[src/rtl/pipe_hazard_ctrl.sv]
`default_nettype none
// ============================================================================
//  Module   : pipe_hazard_ctrl
//  Purpose  : Central stall/flush sequencer for the 5-stage pipeline
//             (IF, IF/ID, ID/EX, EX/MEM, MEM/WB). Detects load-use hazards,
//             applies branch-redirect flushes, freezes the pipe while data
//             memory is busy, and raises a sticky error if an access never
//             completes. Keeps saturating stall/flush counters for debug.
//  Ports    : clk, rst_n            - clock, synchronous active-low reset
//             id_rs1/id_rs2         - source registers of the ID instruction
//             id_use_rs1/id_use_rs2 - ID instruction actually reads rs1/rs2
//             ex_rd, ex_memread     - EX destination register / EX is a load
//             ex_branch_taken       - EX resolved a PC redirect
//             mem_req, mem_ready    - MEM stage access / memory completes
//             pc_we .. memwb_bubble - stage-register controls (combinational)
//             mem_timeout_err       - sticky timeout flag (registered)
//             stall_cnt, flush_cnt  - saturating performance counters
//  Revision : 1.0 - initial release
// ============================================================================
module pipe_hazard_ctrl #(
  parameter int MEM_TIMEOUT = 15,
  parameter int CNT_W       = 32
) (
  input  logic             clk,
  input  logic             rst_n,
  input  logic [4:0]       id_rs1,
  input  logic [4:0]       id_rs2,
  input  logic             id_use_rs1,
  input  logic             id_use_rs2,
  input  logic [4:0]       ex_rd,
  input  logic             ex_memread,
  input  logic             ex_branch_taken,
  input  logic             mem_req,
  input  logic             mem_ready,
  output logic             pc_we,
  output logic             ifid_we,
  output logic             ifid_flush,
  output logic             idex_we,
  output logic             idex_flush,
  output logic             exmem_we,
  output logic             memwb_bubble,
  output logic             mem_timeout_err,
  output logic [CNT_W-1:0] stall_cnt,
  output logic [CNT_W-1:0] flush_cnt
);

  localparam logic [1:0] RUN      = 2'd0;
  localparam logic [1:0] MEM_WAIT = 2'd1;
  localparam logic [1:0] ERR      = 2'd2;

  localparam logic [3:0]       c_TIMEOUT = 4'(MEM_TIMEOUT);
  localparam logic [CNT_W-1:0] c_CNT_ONE = CNT_W'(1);

  logic [1:0]       r_state;
  logic [3:0]       r_wait_cnt;
  logic             r_err;
  logic [CNT_W-1:0] r_stall_cnt;
  logic [CNT_W-1:0] r_flush_cnt;

  logic [1:0]       w_state_next;
  logic [3:0]       w_wait_next;
  logic             w_load_use;
  logic             w_mem_stall;
  logic             w_in_err;
  logic             w_branch_apply;
  logic             w_lu_apply;
  logic             w_stall_evt;

  // Register x0 never creates a dependency; an unread source field is ignored.
  assign w_load_use = ex_memread && (ex_rd != 5'd0) &&
                      ((id_use_rs1 && (id_rs1 == ex_rd)) ||
                       (id_use_rs2 && (id_rs2 == ex_rd)));

  // Once in MEM_WAIT the access is still outstanding, so mem_req is not
  // re-qualified; only mem_ready ends the wait.
  assign w_mem_stall = ((r_state == RUN) && mem_req && !mem_ready) ||
                       ((r_state == MEM_WAIT) && !mem_ready);

  assign w_in_err = (r_state == ERR);

  // A frozen EX keeps branch/load-use conditions alive, so they are simply
  // deferred while memory stalls. A taken branch flushes the dependent ID
  // instruction, which makes a simultaneous load-use stall unnecessary.
  assign w_branch_apply = !w_in_err && !w_mem_stall && ex_branch_taken;
  assign w_lu_apply     = !w_in_err && !w_mem_stall && !ex_branch_taken && w_load_use;
  assign w_stall_evt    = w_in_err || w_mem_stall || w_lu_apply;

  // Stage-register controls
  always_comb begin
    pc_we        = 1'b1;
    ifid_we      = 1'b1;
    ifid_flush   = 1'b0;
    idex_we      = 1'b1;
    idex_flush   = 1'b0;
    exmem_we     = 1'b1;
    memwb_bubble = 1'b0;
    if (!rst_n) begin
      pc_we        = 1'b0;
      ifid_we      = 1'b0;
      ifid_flush   = 1'b1;
      idex_we      = 1'b0;
      idex_flush   = 1'b1;
      exmem_we     = 1'b0;
      memwb_bubble = 1'b1;
    end else if (w_in_err || w_mem_stall) begin
      pc_we        = 1'b0;
      ifid_we      = 1'b0;
      idex_we      = 1'b0;
      exmem_we     = 1'b0;
      memwb_bubble = 1'b1;
    end else if (w_branch_apply) begin
      ifid_flush   = 1'b1;
      idex_flush   = 1'b1;
    end else if (w_lu_apply) begin
      // Hold PC and IF/ID, inject one bubble into ID/EX; the load moves on.
      pc_we        = 1'b0;
      ifid_we      = 1'b0;
      idex_flush   = 1'b1;
    end
  end

  // Next-state / wait-counter logic
  always_comb begin
    w_state_next = r_state;
    w_wait_next  = r_wait_cnt;
    case (r_state)
      RUN: begin
        if (w_mem_stall) begin
          w_state_next = MEM_WAIT;
          w_wait_next  = 4'd1;
        end
      end
      MEM_WAIT: begin
        if (mem_ready) begin
          w_state_next = RUN;
          w_wait_next  = 4'd0;
        end else if (r_wait_cnt == c_TIMEOUT) begin
          w_state_next = ERR;
        end else begin
          w_wait_next  = r_wait_cnt + 4'd1;
        end
      end
      ERR: begin
        w_state_next = ERR;
      end
      default: begin
        w_state_next = RUN;
        w_wait_next  = 4'd0;
      end
    endcase
  end

  always_ff @(posedge clk) begin
    if (!rst_n) begin
      r_state     <= RUN;
      r_wait_cnt  <= 4'd0;
      r_err       <= 1'b0;
      r_stall_cnt <= '0;
      r_flush_cnt <= '0;
    end else begin
      r_state    <= w_state_next;
      r_wait_cnt <= w_wait_next;
      if (w_state_next == ERR) begin
        r_err <= 1'b1;
      end
      if (w_stall_evt && (r_stall_cnt != '1)) begin
        r_stall_cnt <= r_stall_cnt + c_CNT_ONE;
      end
      if (w_branch_apply && (r_flush_cnt != '1)) begin
        r_flush_cnt <= r_flush_cnt + c_CNT_ONE;
      end
    end
  end

  assign mem_timeout_err = r_err;
  assign stall_cnt       = r_stall_cnt;
  assign flush_cnt       = r_flush_cnt;

endmodule
`default_nettype wire

[config.mk]
export PLATFORM = sky130hd
export DESIGN_NAME = pipe_hazard_ctrl
export DESIGN_NICKNAME = d
export VERILOG_FILES = /design/src/rtl/pipe_hazard_ctrl.sv
export SDC_FILE = /design/constraint.sdc
export NUM_CORES = 1
export LEC_CHECK = 0
export CORE_UTILIZATION = 45
export CTS_CLUSTER_DIAMETER = 60
export CTS_CLUSTER_SIZE = 30
export DETAILED_ROUTE_END_ITERATION = 8
export PLACE_DENSITY = 0.84
export SYNTH_ARGS = -nofsm -noshare
export SYNTH_HDL_FRONTEND = slang
export SYNTH_SLANG_ARGS = --single-unit
[constraint.sdc]
create_clock -name clk -period 2.7 [get_ports clk]
set_clock_uncertainty 0.1 [all_clocks]
set_input_delay 0.54 -clock clk [delete_from_list [all_inputs] [get_ports clk]]
set_output_delay 0.54 -clock clk [all_outputs]
set_load 0.02 [all_outputs]
# Word-level counts from Yosys, hierarchy flattened
# Cells that the tools add are included.
[totals]
regBits = 71
output_inout_bits = 72
wordCells = 66
[classes]
addsub = 3
eq_ne = 10
muxes = 23
n_bitwise = 1
reduce_logical = 24
[ops]
columns = ["op", "count"]
rows = [
  ["32-bit by 1-bit adder with 32-bit output, second input constant", 2],
  ["32-bit != test, second input constant", 2],
  ["1-bit 2-to-1 mux", 15],
  ["1-bit logical AND", 13],
  ["4-bit 2-to-1 mux", 3],
  ["4-bit case mux with 3 select lines", 1],
  ["5-bit == test", 2],
  ["2-bit 2-to-1 mux", 3],
  ["2-bit case mux with 3 select lines", 1],
  ["5-bit nonzero test", 1],
  ["4-bit by 1-bit adder with 4-bit output, second input constant", 1],
  ["2-bit == test, second input constant", 2],
  ["4-bit == test, second input constant", 1],
  ["1-bit zero test", 4],
  ["1-bit logical OR", 4],
  ["3-bit != test, second input constant", 1],
  ["3-bit AND reduction", 1],
  ["2-bit by 1-bit == test with 1-bit output, second input constant", 1],
  ["2-bit zero test", 1],
  ["2-bit != test, second input constant", 1],
  ["1-bit NOT", 1],
]

# Longest topological paths before layout
# Gate-level depths: netlist of run 1.
[depth]
word_depth = 12
ltp_mapped = 9

# Worst setup path before layout of run 1
# No wires, ideal clock.
[synth_path]
path_kind = "in2out"
start = "in ex_rd[1]"
end = "out pc_we"
arrival_time_ps = 1933
required_time_ps = 2060
path_slack_ps = 127
stages = 5
path_buffers = 1
cell_sequence = "or4_1 -> nor2_1 -> nor3b_2 -> a31oi_1 -> buf_4"
[synth_via]
elab_chain_cells = 9
[synth_lines]
columns = ["item", "line", "source"]
rows = [
  ["start: declaration", "30", "input logic [4:0] ex_rd,"],
  ["5-bit == test, on equally long branches", "71, 72", ""],
  ["1-bit logical AND, on equally long branches", "71, 72", ""],
  ["1-bit logical OR", "71", "((id_use_rs1 && (id_rs1 == ex_rd)) ||"],
  ["1-bit logical AND (*)", "70", "assign w_load_use = ex_memread && (ex_rd != 5'd0) &&"],
  ["1-bit logical AND (*)", "85", "assign w_lu_apply = !w_in_err && !w_mem_stall && !ex_branch_taken && w_load_use;"],
  ["1-bit 2-to-1 mux (*) (4 in a row)", "--", ""],
  ["end: declaration", "35", "output logic pc_we,"],
]
# Every way passes the cells marked *; elsewhere a longest branch is shown, timed or not.

# Worst setup path after layout of run 1
[layout_path]
start = "in ex_rd[0]"
end = "out idex_flush"
[layout_via]
elab_chain_cells = 9
[layout_lines]
columns = ["item", "line", "source"]
rows = [
  ["5-bit == test, on equally long branches", "71, 72", ""],
  ["1-bit logical AND, on equally long branches", "71, 72", ""],
  ["1-bit logical OR", "71", ""],
  ["1-bit logical AND (*)", "70", ""],
  ["1-bit logical AND (*)", "85", ""],
  ["1-bit 2-to-1 mux (*)", "114", "end else if (w_lu_apply) begin"],
  ["1-bit 2-to-1 mux (*)", "111", "end else if (w_branch_apply) begin"],
  ["1-bit 2-to-1 mux (*)", "105", "end else if (w_in_err || w_mem_stall) begin"],
  ["1-bit 2-to-1 mux (*)", "97", "if (!rst_n) begin"],
  ["end: declaration", "39", "output logic idex_flush,"],
]
# Marks and branches as above.

==> metrics.txt, run 1 <==
# TYPE chip_impl_metric gauge
chip_impl_metric{name="diodes",unit=""} 0
chip_impl_info{name="rsz0062_at_grt",value="false"} 1
chip_impl_metric{name="max_stage_delay",unit="ns"} 0.57
chip_impl_metric{name="part_of_the_yosys_area_used_for_sequential_elements",unit=""} 0.3920
chip_impl_metric{name="die_outline_width",unit="um"} 91.77
chip_impl_metric{name="net-switching-power",unit="mW"} 0.5302
chip_impl_info{name="outcome",value="finished, final reports clean"} 1
chip_impl_info{name="critical_path.endpoint_type",value="primary output"} 1
chip_impl_metric{name="maximum_resistive_drop_on_vdd",unit="mV"} 0.3083
chip_impl_metric{name="comb_power_share",unit=""} 0.098
chip_impl_info{name="yosys-top-cells-count",value="71 x sky130_fd_sc_hd__dfxtp_1, 67 x sky130_fd_sc_hd__nor2_1, 40 x sky130_fd_sc_hd__xnor2_1"} 1
chip_impl_metric{name="power",unit="mW"} 2.137
chip_impl_metric{name="final.period_utilization",unit=""} 0.9730
chip_impl_info{name="cts_root_buffer",value="sky130_fd_sc_hd__clkbuf_8"} 1
chip_impl_info{name="yosys-top-cells-area",value="sky130_fd_sc_hd__dfxtp_1 39%, sky130_fd_sc_hd__xnor2_1 9.7%, sky130_fd_sc_hd__nor2_1 6.9%"} 1
chip_impl_metric{name="drc",unit=""} 0
chip_impl_metric{name="max_cap_violations",unit=""} 0
chip_impl_metric{name="p_leak",unit="nW"} 1.804
chip_impl_metric{name="power-per-cell-area",unit="nW/um^2"} 420.5
chip_impl_metric{name="r2r_slack",unit="ns"} 0.24
chip_impl_info{name="worstSetupStartpoint",value="ex_rd[0]"} 1
chip_impl_info{name="synthMostInstantiatedCell",value="sky130_fd_sc_hd__dfxtp_1"} 1
chip_impl_metric{name="finalWorstPathRequiredPeriod",unit="ns"} 2.627
chip_impl_metric{name="cell_area_after_synthesis",unit="sq um"} 3626
chip_impl_info{name="launch_instance_of_the_worst_register_to_register_path",value="stall_cnt[0]"} 1
chip_impl_metric{name="fin_max_slew_vios",unit=""} 0
chip_impl_metric{name="drive_gt1_frac",unit=""} 0.1322
chip_impl_metric{name="vias",unit=""} 3642
chip_impl_metric{name="tns",unit="ns"} 0
chip_impl_metric{name="number_of_different_library_cells_in_the_post_synthesis_netlist",unit=""} 51
chip_impl_metric{name="post_detail_place_hpwl",unit="um"} 7036
chip_impl_metric{name="worst_slew_pin_slew",unit="ns"} 0.6247
chip_impl_metric{name="count_of_warnings_emitted_by_yosys",unit=""} 0
chip_impl_metric{name="final_nets",unit=""} 573
chip_impl_info{name="criticalPathCategory",value="primary input to primary output"} 1
chip_impl_metric{name="worst_case_reg_to_reg_path_depth",unit=""} 7
chip_impl_metric{name="cp.arrival",unit="ns"} 1.99
chip_impl_metric{name="place.gp.congestion",unit=""} 0.8549
chip_impl_metric{name="die-area",unit="sq um"} 8421
chip_impl_metric{name="detailedPlace.worstSlack",unit="ns"} -0.7146
chip_impl_metric{name="globalRouteTotalUtil",unit=""} 0.2370
chip_impl_metric{name="floorplan.initialDensity",unit=""} 0.4668
chip_impl_metric{name="coreArea",unit="sq um"} 7767
chip_impl_metric{name="dr.pass1.iters",unit=""} 5
chip_impl_metric{name="syn-num-nets",unit=""} 460
chip_impl_metric{name="max_freq",unit="GHz"} 0.3806
chip_impl_metric{name="total_i_o_pin_count",unit=""} 95
chip_impl_info{name="netlist.top_cell.by_area",value="sky130_fd_sc_hd__dfxtp_1"} 1
chip_impl_metric{name="finalHoldViolations",unit=""} 0
chip_impl_metric{name="wl",unit="um"} 9791
chip_impl_info{name="timing.critical_path.cells",value="clkdlybuf4s50_1, xnor2_1, nand4_1, o22ai_4, a31o_4, buf_6"} 1
chip_impl_metric{name="timing.hold.worst_path_depth",unit=""} 2
chip_impl_metric{name="bufs_on_longest_clock_path",unit=""} 2
chip_impl_metric{name="yosysTopAreaCellShare",unit=""} 0.3920
chip_impl_info{name="synthFlopType",value="sky130_fd_sc_hd__dfxtp_1"} 1
chip_impl_info{name="worst_r2r_endpoint",value="stall_cnt[16]"} 1
chip_impl_metric{name="report.final.setup_viol",unit=""} 0
chip_impl_metric{name="syn_area_per_cell",unit="sq um"} 8.355
chip_impl_metric{name="cts-buffers-inserted",unit=""} 9
chip_impl_metric{name="wire_per_inst",unit="um"} 14.97
chip_impl_metric{name="clkLatencyLatePin",unit="ns"} 0.35
chip_impl_metric{name="clk_pin_slew",unit="ns"} 0.07
chip_impl_metric{name="gr-total-overflow",unit=""} 0
chip_impl_info{name="min_delay_worst_endpoint",value="r_wait_cnt[1]"} 1
chip_impl_metric{name="postSynthCellCount",unit=""} 434
chip_impl_metric{name="grt_pass1_wl",unit="um"} 16030
chip_impl_metric{name="layout.filler_cells",unit=""} 653
chip_impl_metric{name="switching_share",unit=""} 0.2481
chip_impl_metric{name="ys_async_sr_fraction",unit=""} 0
chip_impl_metric{name="maximum_number_of_pins_on_one_net_before_global_route_repair",unit=""} 66
chip_impl_info{name="worstHoldPathType",value="register to register"} 1
chip_impl_metric{name="grt_pass1_vias",unit=""} 3475
chip_impl_metric{name="power_frac_seq",unit=""} 0.498
chip_impl_info{name="element_type_at_the_critical_path_start",value="primary input"} 1
chip_impl_info{name="cpMaxStageDelayCell",value="sky130_fd_sc_hd__clkdlybuf4s50_1"} 1
chip_impl_metric{name="ctsHtreeMaxLevel",unit=""} 3
chip_impl_info{name="path_delay_family",value="buffers and inverters"} 1
chip_impl_metric{name="rows",unit=""} 32
chip_impl_metric{name="critical_path_rt",unit="ns"} 2.06
chip_impl_metric{name="area_growth",unit="%"} 40.17
chip_impl_metric{name="power_frac_clock",unit=""} 0.403
chip_impl_metric{name="antenna_found_initial",unit=""} 0
chip_impl_metric{name="critPathMaxFanout",unit=""} 3
chip_impl_metric{name="drt-vias-per-instance",unit=""} 5.569
chip_impl_metric{name="internal-power",unit="mW"} 1.607
chip_impl_metric{name="final_critical_path_setup_slack",unit="ns"} 0.07289
chip_impl_metric{name="initialDrtViolationCount",unit=""} 155
chip_impl_metric{name="chip_height",unit="um"} 91.77
chip_impl_metric{name="maxSlewHeadroom",unit=""} 0.5797
chip_impl_metric{name="layout.cells.non_filler",unit=""} 654
chip_impl_info{name="hp-start",value="r_wait_cnt[1]"} 1
chip_impl_metric{name="ant_nets",unit=""} 0
chip_impl_info{name="tritoncts",value="built"} 1
chip_impl_metric{name="worst_path_buf_inv",unit=""} 2
chip_impl_metric{name="synth.ff_latch_count",unit=""} 71
chip_impl_metric{name="synth-edff-count",unit=""} 0
chip_impl_metric{name="buffer_ports.inserted",unit=""} 94
chip_impl_metric{name="cts.sinks",unit=""} 71
chip_impl_metric{name="placed_instances",unit=""} 636
area by class of cell:
class                   count  area (sq um)  area share
repair buffers            116          1115      0.2194
well taps                 102         127.6     0.02511
flip-flops and latches     71          1423      0.2799
clock buffers              11         141.4     0.02782
multi-input cells         342          2192      0.4313
inverters                   7         26.28    0.005170
clock inverters             5         57.56     0.01132
how the worst max path moves through the flow:
stage                  to  depth (start not counted)
6_report       idex_flush                          6
5_1_grt        idex_flush                          6
4_1_cts           ifid_we                          6
3_5_place_dp      ifid_we                          6
3_3_place_gp        pc_we                          6
2_1_floorplan       pc_we                          5
tightest hold or removal path, cell delays in order (launching register included):
cell and delay [ns]:
sky130_fd_sc_hd__dfxtp_1 0.33, sky130_fd_sc_hd__nand2_1 0.06, sky130_fd_sc_hd__a21oi_1 0.05
placed cells by master, fill, tap and decap left out, types with 11 or more instances in the layout:
| cell | Yosys | final |
|---|---|---|
| sky130_fd_sc_hd__dfxtp_1 | 71 | 70 |
| sky130_fd_sc_hd__xnor2_1 | 40 | 39 |
| sky130_fd_sc_hd__nor2_1 | 67 | 66 |
| sky130_fd_sc_hd__nand4_1 | 19 | 19 |
| sky130_fd_sc_hd__nand3_1 | 29 | 29 |
| sky130_fd_sc_hd__a21oi_1 | 18 | 18 |
| sky130_fd_sc_hd__clkdlybuf4s50_1 | 0 | 82 |
| sky130_fd_sc_hd__and3_1 | 11 | 11 |
| sky130_fd_sc_hd__buf_4 | 3 | 20 |
| sky130_fd_sc_hd__xor2_1 | 16 | 16 |
| sky130_fd_sc_hd__o21ai_0 | 13 | 13 |
| sky130_fd_sc_hd__nor3_1 | 14 | 14 |
| sky130_fd_sc_hd__nand2_1 | 37 | 37 |
stage by stage:
step	area, sq um	hold WS [ns]	util
floorplan	3626	0.3488	-
global placement	4790	0.3524	0.6166
detailed placement	4790	0.3729	0.6166
CTS	5014	0.3832	0.6455
global route	5082	0.4193	0.6543
finish	5082	0.3812	0.6543
sequential cells by signal (all words and copies together) (netlist names):
register and count:
mem_timeout_err 1, flush_cnt 32, stall_cnt 32, r_wait_cnt 4
r_state 2
power by group through the flow:
stage / clock network [mW] / registers [mW] / logic, mW
2_1_floorplan: 0 / 1.09 / 0.0912
3_3_place_gp: 0 / 1.09 / 0.191
3_5_place_dp: 0 / 1.09 / 0.197
4_1_cts: 0.877 / 1.06 / 0.199
5_1_grt: 0.924 / 1.07 / 0.225
6_report: 0.861 / 1.07 / 0.210
kinds of logic after synthesis:
logic type | count (synthesis) | share of synthesized area
and+or+nand+nor | 231 | 0.3416
muxes | 6 | 0.01691
AOI/OAI and AO/OA | 46 | 0.07799
adders and majority gates | 3 | 0.01035
DFF | 71 | 0.3920
xor gates and xnor gates | 56 | 0.1353
buffers and inverters | 21 | 0.02588
layer usage:
metal	GRT usage	up-vias	wire, um
li1	-	1757	-
met1	0.2710	1707	4026
met2	0.4229	142	4842
met3	0.06302	36	634
met4	0.08594	0	289
met5	0	-	0
timing repair:
item	4_1_cts	5_1_grt
endpoints found under the setup margin	7	10
pin swaps	5	5
hold endpoints to repair	0	0
hold buffers	0	0
setup buffers	2	0
gates cloned	0	0
gates resized for setup	32	13
Power figures use the tool's default switching activity.
==> run 2: changes to the inputs <==
- CTS_CLUSTER_SIZE: 30 -> not set
- GPL_TIMING_DRIVEN: not set -> 0
==> run 2 against run 1 <==
  * Via count is 1.2% lower
  * Wire length is 0.89% lower
  * Global-route usage is 0.40 points higher
  * Non-clock buffer count is 5 lower
  * Critical endpoint is now pc_we
==> metrics.txt, run 2 (synthesis results as in run 1) <==
# TYPE chip_impl_metric gauge
chip_impl_info{name="outcome",value="finished, final reports clean"} 1
chip_impl_metric{name="buffer_ports.inserted",unit=""} 94
chip_impl_info{name="launch_instance_of_the_worst_register_to_register_path",value="stall_cnt[0]"} 1
chip_impl_metric{name="antenna_found_initial",unit=""} 0
chip_impl_metric{name="ctsHtreeMaxLevel",unit=""} 3
chip_impl_info{name="path_delay_family",value="simple AND/OR/NAND/NOR gates"} 1
chip_impl_metric{name="final_nets",unit=""} 568
chip_impl_metric{name="layout.cells.non_filler",unit=""} 649
chip_impl_metric{name="floorplan.initialDensity",unit=""} 0.4668
chip_impl_metric{name="maxSlewHeadroom",unit=""} 0.5497
chip_impl_metric{name="fin_max_slew_vios",unit=""} 0
chip_impl_metric{name="die-area",unit="sq um"} 8421
chip_impl_info{name="critical_path.endpoint_type",value="primary output"} 1
chip_impl_info{name="criticalPathCategory",value="primary input to primary output"} 1
chip_impl_metric{name="worst_case_reg_to_reg_path_depth",unit=""} 9
chip_impl_info{name="element_type_at_the_critical_path_start",value="primary input"} 1
chip_impl_info{name="tritoncts",value="built"} 1
chip_impl_metric{name="globalRouteTotalUtil",unit=""} 0.2410
chip_impl_metric{name="wl",unit="um"} 9704
chip_impl_metric{name="coreArea",unit="sq um"} 7767
chip_impl_metric{name="instance_count_on_the_critical_path",unit=""} 7
chip_impl_metric{name="diodes",unit=""} 0
chip_impl_metric{name="drt-vias-per-instance",unit=""} 5.542
chip_impl_metric{name="die_outline_width",unit="um"} 91.77
chip_impl_metric{name="cp.arrival",unit="ns"} 2.01
chip_impl_metric{name="critical_path_rt",unit="ns"} 2.06
chip_impl_metric{name="critPathMaxFanout",unit=""} 3
chip_impl_metric{name="clkLatencyLatePin",unit="ns"} 0.35
chip_impl_metric{name="max_freq",unit="GHz"} 0.3770
chip_impl_metric{name="grt_pass1_wl",unit="um"} 16150
chip_impl_metric{name="maximum_resistive_drop_on_vdd",unit="mV"} 0.2545
chip_impl_info{name="worstHoldPathType",value="register to register"} 1
chip_impl_metric{name="dr.pass1.iters",unit=""} 4
chip_impl_metric{name="tns",unit="ns"} 0
chip_impl_metric{name="maximum_number_of_pins_on_one_net_before_global_route_repair",unit=""} 12
chip_impl_info{name="worst_r2r_endpoint",value="stall_cnt[20]"} 1
chip_impl_metric{name="wire_per_inst",unit="um"} 14.95
chip_impl_metric{name="cts.hold.buffers_added",unit=""} 0
chip_impl_metric{name="final_core_util",unit=""} 0.6380
chip_impl_metric{name="r2r_slack",unit="ns"} 0.29
chip_impl_metric{name="total_i_o_pin_count",unit=""} 95
chip_impl_metric{name="report.final.setup_viol",unit=""} 0
chip_impl_metric{name="vias",unit=""} 3597
chip_impl_info{name="hp-start",value="mem_timeout_err"} 1
chip_impl_metric{name="timing.hold.worst_path_depth",unit=""} 2
chip_impl_metric{name="max_stage_delay",unit="ns"} 0.55
chip_impl_info{name="cpMaxStageDelayCell",value="sky130_fd_sc_hd__or4_4"} 1
chip_impl_metric{name="final.hold.worst_slack",unit="ns"} 0.3841
chip_impl_metric{name="finalHoldViolations",unit=""} 0
chip_impl_metric{name="power",unit="mW"} 2.073
chip_impl_metric{name="max_cap_violations",unit=""} 0
chip_impl_metric{name="rows",unit=""} 32
chip_impl_metric{name="final.period_utilization",unit=""} 0.9824
chip_impl_info{name="layout_commonest_cell",value="sky130_fd_sc_hd__clkdlybuf4s50_1"} 1
chip_impl_info{name="cts_root_buffer",value="sky130_fd_sc_hd__clkbuf_8"} 1
chip_impl_metric{name="power-per-cell-area",unit="nW/um^2"} 418.3
chip_impl_metric{name="drc",unit=""} 0
chip_impl_metric{name="placed_instances",unit=""} 630
chip_impl_metric{name="drive_gt1_frac",unit=""} 0.1079
chip_impl_info{name="rsz0062_at_grt",value="false"} 1
chip_impl_metric{name="clk_pin_slew",unit="ns"} 0.07
chip_impl_metric{name="worst_slew_pin_slew",unit="ns"} 0.6692
chip_impl_info{name="mostFrequentLayoutCells",value="80 x sky130_fd_sc_hd__clkdlybuf4s50_1, 71 x sky130_fd_sc_hd__dfxtp_1, 66 x sky130_fd_sc_hd__nor2_1, 40 x sky130_fd_sc_hd__xnor2_1, 36 x sky130_fd_sc_hd__nand2_1"} 1
chip_impl_metric{name="ant_nets",unit=""} 0
chip_impl_metric{name="bufs_on_longest_clock_path",unit=""} 2
chip_impl_info{name="worst_path_most_repeated_cell",value="sky130_fd_sc_hd__buf_4"} 1
chip_impl_metric{name="cts-buffers-inserted",unit=""} 9
chip_impl_metric{name="area_growth",unit="%"} 36.68
chip_impl_metric{name="gr-total-overflow",unit=""} 0
chip_impl_metric{name="p_leak",unit="nW"} 1.741
chip_impl_info{name="min_delay_worst_endpoint",value="mem_timeout_err"} 1
chip_impl_info{name="timing.critical_path.cells",value="clkdlybuf4s15_1, or4_4, nor2_4, nor3b_4, a31oi_4, buf_4, buf_4"} 1
chip_impl_metric{name="post_detail_place_hpwl",unit="um"} 7096
chip_impl_metric{name="finalWorstPathRequiredPeriod",unit="ns"} 2.652
chip_impl_metric{name="chip_height",unit="um"} 91.77
chip_impl_metric{name="initialDrtViolationCount",unit=""} 136
chip_impl_metric{name="worst_path_buf_inv",unit=""} 3
chip_impl_metric{name="grt_pass1_vias",unit=""} 3456
chip_impl_metric{name="cts.sinks",unit=""} 71
chip_impl_metric{name="place.gp.congestion",unit=""} 0.8527
## run 2: worst register-to-register path, stage by stage (launching register included)
cell and delay, ns:
sky130_fd_sc_hd__dfxtp_1 0.39, sky130_fd_sc_hd__ha_1 0.26, sky130_fd_sc_hd__nand2_1 0.11, sky130_fd_sc_hd__nor4_1 0.41, sky130_fd_sc_hd__nand3_1 0.22, sky130_fd_sc_hd__nor3_2 0.21, sky130_fd_sc_hd__buf_2 0.27, sky130_fd_sc_hd__nor3_1 0.10
sky130_fd_sc_hd__xnor2_1 0.15, sky130_fd_sc_hd__nor2_1 0.05
## run 2: power breakdown
part           total, mW  switching, mW  internal (mW)
combinational      0.194          0.107         0.0869
sequential          1.06        0.00890           1.05
clock              0.815          0.386          0.429
total               2.07          0.502           1.57
## run 2: layer usage
metal | up-vias | track usage | wire, um
met5 | - | 0 | 0
met4 | 0 | 0.09896 | 219
met3 | 20 | 0.04975 | 693
met2 | 153 | 0.4279 | 4731
met1 | 1671 | 0.2817 | 4060
li1 | 1753 | - | -
## run 2: worst max-delay path by stage
stage	endpoint	slack, ns	startpoint
finish	pc_we	0.05	ex_rd[2]
global route	pc_we	0.0002	id_rs1[3]
CTS	pc_we	-0.03	ex_rd[1]
detailed placement	pc_we	-0.90	ex_rd[1]
global placement	pc_we	-0.86	ex_rd[1]
floorplan	pc_we	0.13	ex_rd[1]
## run 2: repair_timing
action	4_1_cts	5_1_grt
pin swaps	4	5
gates resized for setup	33	6
cloned	0	0
setup buffers	2	1
endpoints found under the setup margin	7	3
## run 2: final cells by class
class	instances	area [sq um]
tap	102	127.6
clock buffer	13	178.9
multi-input combinational	342	2167
inverter	7	26.28
timing repair buffer	97	942.2
fill	692	2811
sequential	71	1421
clock inverter	3	15.01
buffer	14	77.57
## run 2: metrics by stage
stage	instance area (sq um)	setup slack (ns)
after floorplan	3626	0.1266
after global placement	4695	-0.8639
after detailed placement	4695	-0.8962
after CTS	4921	-0.02893
after global routing	4956	0.0002121
final	4956	0.04752
